[src/rtl/shape_asm_pkg.sv]
// shape_assembler shared types: FSM states, element type and shape record.
// Imported by the interface and the assembler top.
package shape_asm_pkg;

    localparam int ELEM_W_DEF    = 39;
    localparam int ARRAY_LEN_DEF = 4;

    typedef enum logic [1:0] {
        FILL,
        OUT,
        DRAIN
    } shape_asm_state_e;

    typedef logic [ELEM_W_DEF-1:0] shape_elem_t;

    // Shape record consumed by the area stage; array1[0] is the first word.
    typedef struct packed {
        logic [7:0]                         shape_kind;
        logic [15:0]                        tag;
        shape_elem_t [ARRAY_LEN_DEF-1:0]    array1;
    } shape_t;

endpackage

[src/rtl/shape_if.sv]
// Valid/ready carrier for one shape record.
// Source drives valid/data, Sink drives ready.
interface IShapeType_ValidReady;
    import shape_asm_pkg::*;

    logic   valid;
    logic   ready;
    shape_t data;

    modport Source (output valid, output data, input ready);
    modport Sink   (input valid, input data, output ready);

endinterface

[src/rtl/sat_counter.sv]
// Saturating up-counter used for malformed-message statistics.
// Holds at all-ones instead of wrapping.
module sat_counter #(
    parameter int CNT_W = 16
) (
    input  logic             clk,
    input  logic             rst,
    input  logic             inc,
    output logic [CNT_W-1:0] cnt
);

    // Count up on inc, stop at the maximum value
    always_ff @(posedge clk) begin
        if (rst) begin
            cnt <= '0;
        end else if (inc && (cnt != '1)) begin
            cnt <= cnt + CNT_W'(1);
        end
    end

endmodule

[src/rtl/shape_assembler.sv]
// Packs a serial element stream into shape records, repairing bad lengths.
// Optional macro SHAPE_ASM_DOUBLE_BUF_EN adds a second output record register.
module shape_assembler
    import shape_asm_pkg::*;
#(
    parameter int ELEM_W    = ELEM_W_DEF,
    parameter int ARRAY_LEN = ARRAY_LEN_DEF,
    parameter int CNT_W     = 16
) (
    input  logic                      clk,
    input  logic                      rst,
    input  logic                      in_valid,
    output logic                      in_ready,
    input  logic [ELEM_W-1:0]         in_data,
    input  logic                      in_last,
    IShapeType_ValidReady.Source      shapeOut,
    output logic [CNT_W-1:0]          short_cnt,
    output logic [CNT_W-1:0]          long_cnt
);

    localparam int IDX_W = (ARRAY_LEN > 1) ? $clog2(ARRAY_LEN) : 1;

    typedef logic [ARRAY_LEN-1:0][ELEM_W-1:0] rec_t;

    shape_asm_state_e state;
    logic [IDX_W-1:0] idx;
    rec_t             rec;
    rec_t             out_rec;
    logic             out_valid;
    shape_t           shape_data;

    logic accept;
    logic at_end;
    logic fill_acc;
    logic short_inc;
    logic long_inc;

    // in_ready is a pure state decode, independent of shapeOut.ready
    assign in_ready  = (state != OUT);
    assign accept    = in_valid && in_ready;
    assign at_end    = (idx == IDX_W'(ARRAY_LEN - 1));
    assign fill_acc  = accept && (state == FILL);
    assign short_inc = fill_acc && in_last && !at_end;
    assign long_inc  = fill_acc && at_end && !in_last;

`ifdef SHAPE_ASM_DOUBLE_BUF_EN

    rec_t rec_next;
    rec_t load_data;
    logic free;
    logic load;

    // Record contents including the word being accepted this cycle
    always_comb begin
        rec_next      = rec;
        rec_next[idx] = in_data;
    end

    assign free = !out_valid || shapeOut.ready;

    // Decide when a finished record moves into the output register
    always_comb begin
        load      = 1'b0;
        load_data = rec;
        unique case (state)
            FILL: begin
                if (fill_acc && in_last && free) begin
                    load      = 1'b1;
                    load_data = rec_next;
                end
            end
            DRAIN: begin
                if (accept && in_last && free) begin
                    load = 1'b1;
                end
            end
            OUT: begin
                if (free) begin
                    load = 1'b1;
                end
            end
            default: ;
        endcase
    end

    // Assembly FSM; stalls in OUT only while the output register is busy
    always_ff @(posedge clk) begin
        if (rst) begin
            state <= FILL;
            idx   <= '0;
            rec   <= '0;
        end else begin
            unique case (state)
                FILL: begin
                    if (accept) begin
                        if (in_last && load) begin
                            rec <= '0;
                            idx <= '0;
                        end else begin
                            rec[idx] <= in_data;
                            if (in_last) begin
                                state <= OUT;
                            end else if (at_end) begin
                                state <= DRAIN;
                            end else begin
                                idx <= idx + IDX_W'(1);
                            end
                        end
                    end
                end
                DRAIN: begin
                    if (accept && in_last) begin
                        if (load) begin
                            rec   <= '0;
                            idx   <= '0;
                            state <= FILL;
                        end else begin
                            state <= OUT;
                        end
                    end
                end
                OUT: begin
                    if (load) begin
                        rec   <= '0;
                        idx   <= '0;
                        state <= FILL;
                    end
                end
                default: state <= FILL;
            endcase
        end
    end

    // Output record register with valid held until handshake
    always_ff @(posedge clk) begin
        if (rst) begin
            out_valid <= 1'b0;
            out_rec   <= '0;
        end else if (load) begin
            out_valid <= 1'b1;
            out_rec   <= load_data;
        end else if (shapeOut.ready) begin
            out_valid <= 1'b0;
        end
    end

`else

    // Assembly FSM; the fill buffer doubles as the output record
    always_ff @(posedge clk) begin
        if (rst) begin
            state     <= FILL;
            idx       <= '0;
            rec       <= '0;
            out_valid <= 1'b0;
        end else begin
            unique case (state)
                FILL: begin
                    if (accept) begin
                        rec[idx] <= in_data;
                        if (in_last) begin
                            state     <= OUT;
                            out_valid <= 1'b1;
                        end else if (at_end) begin
                            state <= DRAIN;
                        end else begin
                            idx <= idx + IDX_W'(1);
                        end
                    end
                end
                DRAIN: begin
                    if (accept && in_last) begin
                        state     <= OUT;
                        out_valid <= 1'b1;
                    end
                end
                OUT: begin
                    if (shapeOut.ready) begin
                        state     <= FILL;
                        out_valid <= 1'b0;
                        idx       <= '0;
                        rec       <= '0;
                    end
                end
                default: state <= FILL;
            endcase
        end
    end

    assign out_rec = rec;

`endif

    // Shape record: only array1 carries data, other fields tied to 0
    always_comb begin
        shape_data        = '0;
        shape_data.array1 = out_rec;
    end

    assign shapeOut.valid = out_valid;
    assign shapeOut.data  = shape_data;

    sat_counter #(.CNT_W(CNT_W)) u_short_cnt (
        .clk (clk),
        .rst (rst),
        .inc (short_inc),
        .cnt (short_cnt)
    );

    sat_counter #(.CNT_W(CNT_W)) u_long_cnt (
        .clk (clk),
        .rst (rst),
        .inc (long_inc),
        .cnt (long_cnt)
    );

endmodule

[src/flat_wrapper.sv]
// flat-port wrapper written by rule: the top's interface ports become plain ports
module shape_assembler_flat import shape_asm_pkg::*;
#(
    parameter int ELEM_W    = ELEM_W_DEF,
    parameter int ARRAY_LEN = ARRAY_LEN_DEF,
    parameter int CNT_W     = 16
)
  (clk, rst, in_valid, in_ready, in_data, in_last, short_cnt, long_cnt, shapeOut_valid, shapeOut_data, shapeOut_ready);
  IShapeType_ValidReady shapeOut_i ();
  input  logic clk;
  input  logic rst;
  input  logic in_valid;
  output logic in_ready;
  input  logic [ELEM_W-1:0] in_data;
  input  logic in_last;
  output logic [CNT_W-1:0] short_cnt;
  output logic [CNT_W-1:0] long_cnt;
  output wire logic [$bits(shapeOut_i.valid)-1:0] shapeOut_valid;
  output wire logic [$bits(shapeOut_i.data)-1:0] shapeOut_data;
  input wire logic [$bits(shapeOut_i.ready)-1:0] shapeOut_ready;
  assign shapeOut_valid = shapeOut_i.valid;
  assign shapeOut_data = shapeOut_i.data;
  assign shapeOut_i.ready = shapeOut_ready;
  shape_assembler #(.ELEM_W(ELEM_W), .ARRAY_LEN(ARRAY_LEN), .CNT_W(CNT_W)) u_core (.clk(clk), .rst(rst), .in_valid(in_valid), .in_ready(in_ready), .in_data(in_data), .in_last(in_last), .shapeOut(shapeOut_i), .short_cnt(short_cnt), .long_cnt(long_cnt));
endmodule
[config.mk]
export PLATFORM = sky130hd
export DESIGN_NAME = shape_assembler_flat
export DESIGN_NICKNAME = d
export VERILOG_FILES = /design/src/rtl/shape_asm_pkg.sv /design/src/rtl/shape_if.sv /design/src/rtl/sat_counter.sv /design/src/rtl/shape_assembler.sv /design/src/flat_wrapper.sv
export SDC_FILE = /design/constraint.sdc
export NUM_CORES = 1
export LEC_CHECK = 0
export ABC_AREA = 1
export BUFFER_PORTS_ARGS = -buffer_cell sky130_fd_sc_hd__buf_2
export CELL_PAD_IN_SITES_DETAIL_PLACEMENT = 1
export CELL_PAD_IN_SITES_GLOBAL_PLACEMENT = 1
export CORE_MARGIN = 10
export CORE_UTILIZATION = 36
export DETAILED_ROUTE_END_ITERATION = 6
export GPL_TIMING_DRIVEN = 1
export PLACE_DENSITY = 0.78
export SYNTH_ARGS = -nofsm -noshare
export SYNTH_HDL_FRONTEND = slang
export SYNTH_SLANG_ARGS = --single-unit
export TNS_END_PERCENT = 100
[constraint.sdc]
create_clock -name clk -period 1.6 [get_ports clk]
set_input_delay 0 -clock clk [delete_from_list [all_inputs] [get_ports clk]]
set_output_delay 0 -clock clk [all_outputs]
set_load 0.05 [all_outputs]
==> results.cfg <==
[route]
first_iter_violations = 316
routedWlPerCell_um = 17.7
totalWireLength_um = 30100
avgViaCountPerCell = 4.84
ant_nets = 0
routed-via-count = 8206
drt-pass1-iter-count = 4
post-route-drc-count = 0

[layout]
syn_to_final_growth_pct = 33.8
instances_no_fill = 1697
register_area_sq_um = 3910
final_common_cell = nand2_1
drive_gt1_frac = 0.272
nets = 1452
layout_common_cells = nand2_1, buf_2, a21oi_1, dfxtp_1, inv_1
fill_cells = 2835
multi_input_area_sq_um = 3620

[job]
maxCapViolCount = 0

[power_and_ir_drop]
irDropWorstVdd_uv = 653
powerDensity_nw_per_um2 = 1010
p_leak_nw = 4.74
finalPower_w = 0.0109

[yosys]
yosys_warnings = 0
avgSynthCellArea_sq_um = 7.20
yosys.area.top_type_share = 0.478
synth.distinct_cells = 25
synth_area_sq_um = 8080
seq_area_frac_synth = 0.478
synth_top_area_cell = dfxtp_1
ys.flop_type = dfxtp_1
synth-edff-count = 0
netlist_top_cells_area = dfxtp_1, nand2_1, a21oi_1, nor2_1, inv_1
synthCells = 1123
async_flop_share = 0
ys_seq_elements = 193

[die]
die_x_um = 170
initial_core_util = 0.368
ioPinCount = 258
coreArea_sq_um = 22000
fp.dieH_um = 170
row_count = 54
die-area_sq_um = 28800

[global_route]
grt_pass1_wl_um = 47200
overflow = 0
grt.total_usage = 0.202
grt_antenna_before_repair = 0
grt_pass1_vias = 8742
grt_max_degree = 113

[status]
status = complete, no violations

[critical_path]
crit_top_cell = buf_8
worstPathMaxFanout = 5
r2r_start = u_core.state[1]
crit_arrival_ns = 1.55
critical_path.startpoint = u_core.state[1]
crit_chain = buf_4 > nor2_4 > buf_8 > clkinvlp_4 > buf_8
crit_type = reg -> out
crit_path_start_kind = flip-flop
cp_slowest_cell = dfxtp_1
max_stage_delay_ns = 0.34
worst_ep_required_time_ns = 1.60
end_kind = output port

[clocking]
cts.sinks = 193
clk_path_buf_depth = 2
ctsRootBufferMaster = clkbuf_16
cts_buffers = 17
cts_tree = yes
clk_pin_slew_ns = 0.07
clkLatencyLatePin_ns = 0.43
htreeDepth = 4

[sta]
worstMarginPinSlew_ns = 0.528
finClkSkew_ns = 0.0161
timing.final.ws_setup_ns = 0.0500
slew_headroom = 0.648
grt_setup_unrepaired = true
final-max-slew-violation-count = 0
period_minus_slack_ns = 1.55
fmax_ghz = 0.645
hold_viol_final = 0
setup_viol = 0
fin_crit_sh = 0.969

[placed_design]
place_congestion = 0.801
hpwl_um = 20800
place_ws_ns = -0.0511
place_inst = 1613
io_buffers = 233

[hold_path]
hold_start = in_data[12]
hold_class = in -> reg
-- per-stage QoR --
stage               area, sq um  utilization  hold WS [ns]  setup TNS (ns)
finish                    10800        0.493        0.0538               0
global route              10800        0.492        0.0528          -0.169
CTS                       10700        0.488        0.0348               0
detailed placement         9660        0.440         0.335          -0.125
global placement           9660        0.440         0.322               0
floorplan                  8210            -         0.178               0
-- synthesized netlist by cell type (6+ instances only) --
master    count
ha_1          6
dfxtp_1     193
nand3_1      24
nand2_1     424
nor2_1       74
buf_4        26
a21oi_1     187
buf_6        11
xor2_1        7
buf_2        10
nor2_2       13
nand4_1      14
clkbuf_1     39
inv_1        68
-- final timing paths --
check	cells past startpoint	slack (ns)	to
worst min-delay path	6	0.05	u_core.shapeOut.data[129]
worst max register to register	6	0.05	u_core.shapeOut.data[111]
worst min register to register	2	0.46	u_core.shapeOut.data[154]
worst max-delay path	5	0.05	in_ready
-- repair_timing --
| item | in CTS | in global routing |
|---|---|---|
| resized for setup | 3 | 25 |
| setup buffers | 4 | 2 |
| endpoints found under the hold margin | 153 | 0 |
| pin swaps | 2 | 1 |
| setup endpoints to repair | 9 | 36 |
| hold buffers | 43 | 0 |
| gates cloned | 0 | 1 |
-- routing by layer --
metal  global-route usage  wire length (um)  part of all wire  vias up
li1                     -                 -                 -     4042
met1                0.235             12700              0.42     3914
met2                0.347             14800              0.49      216
met3               0.0597              2010             0.067       34
met4               0.0691               588             0.020        0
met5                    0                 0                 0        -
-- report_power, final --
group / leakage, nW / switching, W / internal (W)
Clock: 0.274 / 0.00191 / 0.00228
Sequential: 1.58 / 0.0000809 / 0.00493
Combinational: 2.89 / 0.00128 / 0.000459
-- flip-flops by register name (all words and copies together), names as in the netlist --
signal / flops
u_core.state: 2
u_core.u_long_cnt.cnt: 16
u_core.shapeOut.data: 156
u_core.shapeOut.valid: 1
u_core.idx: 2
u_core.u_short_cnt.cnt: 16
-- kinds of logic (layout without fill, tap and decap cells) --
| kind of cell | after synthesis | in the layout | share of synthesized area |
|---|---|---|---|
| other | 1 | 28 | 0.000464 |
| AOI/OAI and AO/OA | 198 | 198 | 0.125 |
| and+or+nand+nor | 558 | 558 | 0.278 |
| DFF | 193 | 193 | 0.478 |
| xor gates and xnor gates | 12 | 12 | 0.0130 |
| buffers and inverters | 155 | 422 | 0.0958 |
| adders and majority gates | 6 | 6 | 0.00929 |
-- layout make-up --
type                            instances  area share
Timing Repair Buffer                  323       0.194
Clock buffer                           20      0.0432
Multi-Input combinational cell        798       0.335
Tap cell                              280      0.0324
Antenna cell                            4    0.000925
Clock inverter                         10     0.00914
Inverter                               69      0.0243
Sequential cell                       193       0.361
-- critical path, delay by kind of cell (launching register included) --
family / cells / cell delay [ns]
buffers and inverters: 4 / 0.65
DFF: 1 / 0.34
and+or+nand+nor: 1 / 0.13
(Power assumes the default switching activity.)
